==> config.mk <==
export PLATFORM = sky130hd
export DESIGN_NAME = csa_seq_adder_ctrl_flat
export DESIGN_NICKNAME = d
export VERILOG_FILES = /design/src/rtl/csa_seq_adder_ctrl_if.sv /design/src/rtl/csa_seq_adder_ctrl.sv /design/src/flat_wrapper.sv
export SDC_FILE = /design/constraint.sdc
export NUM_CORES = 1
export LEC_CHECK = 0
export CAP_MARGIN = 20
export CORE_MARGIN = 10
export CORE_UTILIZATION = 47
export CTS_BUF_LIST = sky130_fd_sc_hd__clkbuf_8
export DETAILED_ROUTE_END_ITERATION = 10
export PLACE_DENSITY = 0.89
export REMOVE_ABC_BUFFERS = 1
export SLEW_MARGIN = 10
export SYNTH_ARGS = -nofsm -noshare
export SYNTH_HDL_FRONTEND = slang
export SYNTH_SLANG_ARGS = --single-unit
==> constraint.sdc <==
create_clock -name clk -period 3.6 [get_ports clk]
set_input_delay 0.54 -clock clk [delete_from_list [all_inputs] [get_ports clk]]
set_output_delay 0.54 -clock clk [all_outputs]
set_load 0.03 [all_outputs]
==> src/rtl/csa_seq_adder_ctrl_if.sv <==
// Handshake/bus bundle for the sequential carry-select adder controller.
// Master drives operands and result acceptance; slave is the controller.
interface csa_seq_adder_ctrl_if #(
  parameter int unsigned WIDTH = 16
) ();
  logic             in_valid;
  logic             in_ready;
  logic [WIDTH-1:0] A;
  logic [WIDTH-1:0] B;
  logic             CIN;
  logic             out_valid;
  logic             out_ready;
  logic [WIDTH-1:0] S;
  logic             COUT;
  logic             OVF;

  modport master (
    output in_valid, A, B, CIN, out_ready,
    input  in_ready, out_valid, S, COUT, OVF
  );

  modport slave (
    input  in_valid, A, B, CIN, out_ready,
    output in_ready, out_valid, S, COUT, OVF
  );
endinterface

==> src/rtl/csa_seq_adder_ctrl.sv <==
// Multi-cycle WIDTH-bit adder: one shared 4-bit carry-select slice processes
// a nibble per cycle, LSB first, with the carry held in a register.
module csa_seq_adder_ctrl #(
  parameter int unsigned WIDTH = 16
) (
  input logic                clk,
  input logic                rst_n,
  csa_seq_adder_ctrl_if.slave bus
);
  localparam int unsigned SLICES = WIDTH / 4;
  localparam int unsigned IdxW   = (SLICES > 1) ? $clog2(SLICES) : 1;
  localparam logic [IdxW-1:0] LastIdx = IdxW'(SLICES - 1);

  if ((WIDTH % 4) != 0 || WIDTH < 4) begin : g_bad_width
    $error("csa_seq_adder_ctrl: WIDTH must be a multiple of 4 and >= 4");
  end

  typedef enum logic [1:0] {StIdle, StRun, StDone} state_e;

  state_e           r_state;
  logic [WIDTH-1:0] r_op_a;
  logic [WIDTH-1:0] r_op_b;
  logic [WIDTH-1:0] r_s;
  logic [IdxW-1:0]  r_idx;
  logic             r_carry;
  logic             r_cout;
  logic             r_ovf;

  logic [3:0] w_a_nib;
  logic [3:0] w_b_nib;
  logic [4:0] w_sum0;
  logic [4:0] w_sum1;
  logic [3:0] w_low0;
  logic [3:0] w_low1;
  logic [3:0] w_nib;
  logic       w_cout;
  logic       w_c3;

  assign w_a_nib = r_op_a[4*r_idx +: 4];
  assign w_b_nib = r_op_b[4*r_idx +: 4];

  // Both carry hypotheses are formed in parallel; the carry register picks one.
  assign w_sum0 = {1'b0, w_a_nib} + {1'b0, w_b_nib};
  assign w_sum1 = {1'b0, w_a_nib} + {1'b0, w_b_nib} + 5'd1;
  // Lower three bits of each hypothesis give the carry into bit 3 (for OVF).
  assign w_low0 = {1'b0, w_a_nib[2:0]} + {1'b0, w_b_nib[2:0]};
  assign w_low1 = {1'b0, w_a_nib[2:0]} + {1'b0, w_b_nib[2:0]} + 4'd1;

  assign w_nib  = r_carry ? w_sum1[3:0] : w_sum0[3:0];
  assign w_cout = r_carry ? w_sum1[4]   : w_sum0[4];
  assign w_c3   = r_carry ? w_low1[3]   : w_low0[3];

  // Controller FSM with registered result, carry and slice index.
  always_ff @(posedge clk or negedge rst_n) begin
    if (!rst_n) begin
      r_state <= StIdle;
      r_op_a  <= '0;
      r_op_b  <= '0;
      r_s     <= '0;
      r_idx   <= '0;
      r_carry <= 1'b0;
      r_cout  <= 1'b0;
      r_ovf   <= 1'b0;
    end else begin
      unique case (r_state)
        StIdle: begin
          if (bus.in_valid) begin
            r_op_a  <= bus.A;
            r_op_b  <= bus.B;
            r_carry <= bus.CIN;
            r_idx   <= '0;
            r_state <= StRun;
          end
        end
        StRun: begin
          r_s[4*r_idx +: 4] <= w_nib;
          r_carry           <= w_cout;
          if (r_idx == LastIdx) begin
            r_cout  <= w_cout;
            r_ovf   <= w_c3 ^ w_cout;
            r_idx   <= '0;
            r_state <= StDone;
          end else begin
            r_idx <= r_idx + 1'b1;
          end
        end
        StDone: begin
          if (bus.out_ready) begin
            r_state <= StIdle;
          end
        end
        default: r_state <= StIdle;
      endcase
    end
  end

  assign bus.in_ready  = (r_state == StIdle);
  assign bus.out_valid = (r_state == StDone);
  assign bus.S         = r_s;
  assign bus.COUT      = r_cout;
  assign bus.OVF       = r_ovf;
endmodule
==> src/flat_wrapper.sv <==
// flat-port wrapper written by rule: the top's interface ports become plain ports
module csa_seq_adder_ctrl_flat 
#(
  parameter int unsigned WIDTH = 16
)
  (clk, rst_n, bus_in_valid, bus_A, bus_B, bus_CIN, bus_out_ready, bus_in_ready, bus_out_valid, bus_S, bus_COUT, bus_OVF);
  csa_seq_adder_ctrl_if #(.WIDTH(WIDTH)) bus_i ();
  input logic clk;
  input logic rst_n;
  input wire logic [$bits(bus_i.in_valid)-1:0] bus_in_valid;
  input wire logic [$bits(bus_i.A)-1:0] bus_A;
  input wire logic [$bits(bus_i.B)-1:0] bus_B;
  input wire logic [$bits(bus_i.CIN)-1:0] bus_CIN;
  input wire logic [$bits(bus_i.out_ready)-1:0] bus_out_ready;
  output wire logic [$bits(bus_i.in_ready)-1:0] bus_in_ready;
  output wire logic [$bits(bus_i.out_valid)-1:0] bus_out_valid;
  output wire logic [$bits(bus_i.S)-1:0] bus_S;
  output wire logic [$bits(bus_i.COUT)-1:0] bus_COUT;
  output wire logic [$bits(bus_i.OVF)-1:0] bus_OVF;
  assign bus_i.in_valid = bus_in_valid;
  assign bus_i.A = bus_A;
  assign bus_i.B = bus_B;
  assign bus_i.CIN = bus_CIN;
  assign bus_i.out_ready = bus_out_ready;
  assign bus_in_ready = bus_i.in_ready;
  assign bus_out_valid = bus_i.out_valid;
  assign bus_S = bus_i.S;
  assign bus_COUT = bus_i.COUT;
  assign bus_OVF = bus_i.OVF;
  csa_seq_adder_ctrl #(.WIDTH(WIDTH)) u_core (.clk(clk), .rst_n(rst_n), .bus(bus_i));
endmodule
==> impl_metrics.tcl <==
set metrics [dict create \
    status "finished, final reports clean" \
    grt_usage_pct 13.09 \
    critPathCaptureType "register" \
    start_util_pct 48.38 \
    ys.flop_type "dfrtp_1" \
    cts_tree "built" \
    hpwl_mm 4.336 \
    routedWlPerCell_um 16.25 \
    place.gp.congestion 0.9137 \
    fin_nets 320 \
    synth_cell_types 35 \
    synth_area_leaders "dfrtp_1 (52%), mux2_2 (14%), mux4_2 (6.8%)" \
    clock_sinks 55 \
    numCtsBuffers 5 \
    slowest_delay_ns 0.53 \
    finalSetupViolations 0 \
    antenna_found_initial 0 \
    crit_chain "mux4_2, ha_1, inv_1, fa_1, inv_1, ha_1, nand2_1, or4_1, a2bb2oi_1, and2_4, a221o_1" \
    drcViolationCount 0 \
    syn_inst 212 \
    grt_first_pass_wirelength_mm 9.425 \
    clock_latency_ns 0.31 \
    grt_pass1_vias 2033 \
    syn_to_final_growth_pct 27.24 \
    synthDominantCellAreaShare_pct 51.67 \
    grt_remaining_overflow 0 \
    cts-root-buf "clkbuf_8" \
    drive_gt1_share_pct 20.96 \
    drtIter0Drc 94 \
    core_area_um2 5507 \
    synth_area_um2 2664 \
    via_per_inst 5.340 \
    async_reset_ff_share_pct 100.0 \
    final.setup.tns_ns 0 \
    powerDensity_nw_per_um2 1091 \
    start_kind "register" \
    fin_util_pct 61.55 \
    die_y_um 95.29 \
    holdBufCountCts 0 \
    drv_cap 0 \
    cts_max_path_buffers 2 \
    synth-seq-area-share_pct 51.67 \
    antenna_left 0 \
    grt_max_degree 39 \
    critPathKind "register to register" \
    slew_violations 0 \
    hold_class "input pin to async pin" \
    synth_common_cells "dfrtp_1 (55), mux2_2 (32), nand2_1 (26), ha_1 (11), o31ai_1 (11)" \
    synth_area_per_cell_um2 12.57 \
    worst-endpoint-required_ns 3.79 \
    yosysMostFrequentCell "dfrtp_1" \
    vdd_ir_drop_max_v 0.0005311 \
    hold_viol 0 \
    cts.clk_slew.worst_paths_ns 0.10 \
    ys_ff_latch 55 \
    clock_skew_ns 0.007667 \
    cellLeakagePower_nw 1.421 \
    tightestPinTransition_ns 0.8295 \
    post-route-period-util_pct 90.96 \
    drt_pre_antenna_iters 5 \
    layout_min_cycle_time_ns 3.274 \
    die_w_um 95.29 \
    crit_slowest_cell "mux4_2" \
    timing.fmax_mhz 305.4 \
    yosysTopAreaCell "dfrtp_1" \
    routed_wirelength_mm 5.590 \
    rsz0062_at_grt "false" \
    critPathArrivalTime_ns 3.47 \
    synth_edf_count 0 \
    vias 1837 \
    htreeDepth 2 \
    rows 27 \
    n_antenna_cell 0 \
    yosysWarnings 0 \
    num_io_pins 57 \
    io_buffers 56 \
    die_area_um2 9079 \
    relSlewSlack_pct 44.70 \
    cp_max_fo 9 \
]
cells in the final DEF (no fill, tap or decap), types with 5 or more instances in the layout:
| cell | n |
|---|---|
| a21oi_1 | 5 |
| clkbuf_8 | 5 |
| clkdlybuf4s50_1 | 55 |
| dfrtp_1 | 54 |
| ha_1 | 11 |
| inv_1 | 10 |
| mux2_2 | 32 |
| mux4_2 | 8 |
| nand2_1 | 26 |
| nor2_1 | 5 |
| o21ai_0 | 10 |
| o31ai_1 | 11 |
power breakdown:
group	internal (mW)	switching [mW]	leakage (nW)
Combinational	1.04	1.24	0.693
Sequential	0.900	0.191	0.682
Clock	0.134	0.193	0.0453
Total	2.08	1.62	1.42
worst paths after layout:
| path | startpoint | end | slack [ns] | cells after the start |
|---|---|---|---|---|
| worst max-delay path | u_core.r_idx[0] | u_core.bus.OVF | 0.33 | 11 |
| worst min-delay path | rst_n | u_core.bus.S[4] | 0.32 | 1 |
| worst max register to register | u_core.r_idx[0] | u_core.bus.OVF | 0.33 | 11 |
| worst min register to register | u_core.bus.S[6] | u_core.bus.S[6] | 0.49 | 2 |
| max in group asynchronous | rst_n | u_core.r_idx[0] | 2.52 | 2 |
| min in group clk | u_core.bus.S[6] | u_core.bus.S[6] | 0.49 | 2 |
routing by layer:
layer	share of wire (%)	global-route usage, %	vias to the layer above
met1	39	14.37	891
met3	8.0	4.399	5
met2	52	23.41	56
met4	1.0	3.865	0
met5	0	0	-
li1	-	-	885
worst max-delay path, delay by kind of cell (launching register included):
kind,cells,cell delay [ns]
fa+ha+maj,3,0.83
simple gates,3,0.69
mux,1,0.53
flops,1,0.50
compound gates,2,0.43
buf+inv,2,0.16
final cells by class:
type,count,area (um2)
inverters,9,33.78
clock inverters,3,16.27
multi-input cells,140,1217
flip-flops and latches,55,1378
fillers,420,2117
repair buffers,60,585.6
well taps,72,90.09
clock buffers,5,68.82
sequential cells by signal, summed over array words and instances (netlist names):
signal,cells
u_core.r_carry,1
u_core.bus.COUT,1
u_core.bus.OVF,1
u_core.r_idx,2
u_core.r_state,2
u_core.bus.S,16
u_core.r_op_b,16
u_core.r_op_a,16
metrics by stage:
step                hold slack [ns]  power [mW]  std cells  setup slack [ns]  cell area [um2]
global route                 0.3835       4.002        344            0.1420             3390
finish                       0.3227       3.698        344            0.3255             3390
CTS                          0.3408       3.725        344            0.1908             3388
floorplan                    0.2444       2.724        204            0.2587             2625
detailed placement           0.4713       3.359        336            0.2377             3303
global placement             0.4613       3.282        336            0.3445             3303
timing repair:
| item | in CTS | in global routing |
|---|---|---|
| endpoints found under the setup margin | 0 | 1 |
| resized for setup | 0 | 1 |
| setup buffers | 0 | 0 |
logic make-up (layout without fill, tap and decap cells):
group	after synthesis	in the layout	synth area share [%]
AND/OR/NAND/NOR	47	47	8.361
flip-flops	55	55	51.67
multiplexers	41	41	20.67
adder cells (fa/ha/maj)	12	12	5.918
AO/OA/AOI/OAI	35	35	8.737
XOR/XNOR	5	5	1.926
buffers and inverters	17	77	2.724
Power figures use the tool's default switching activity.
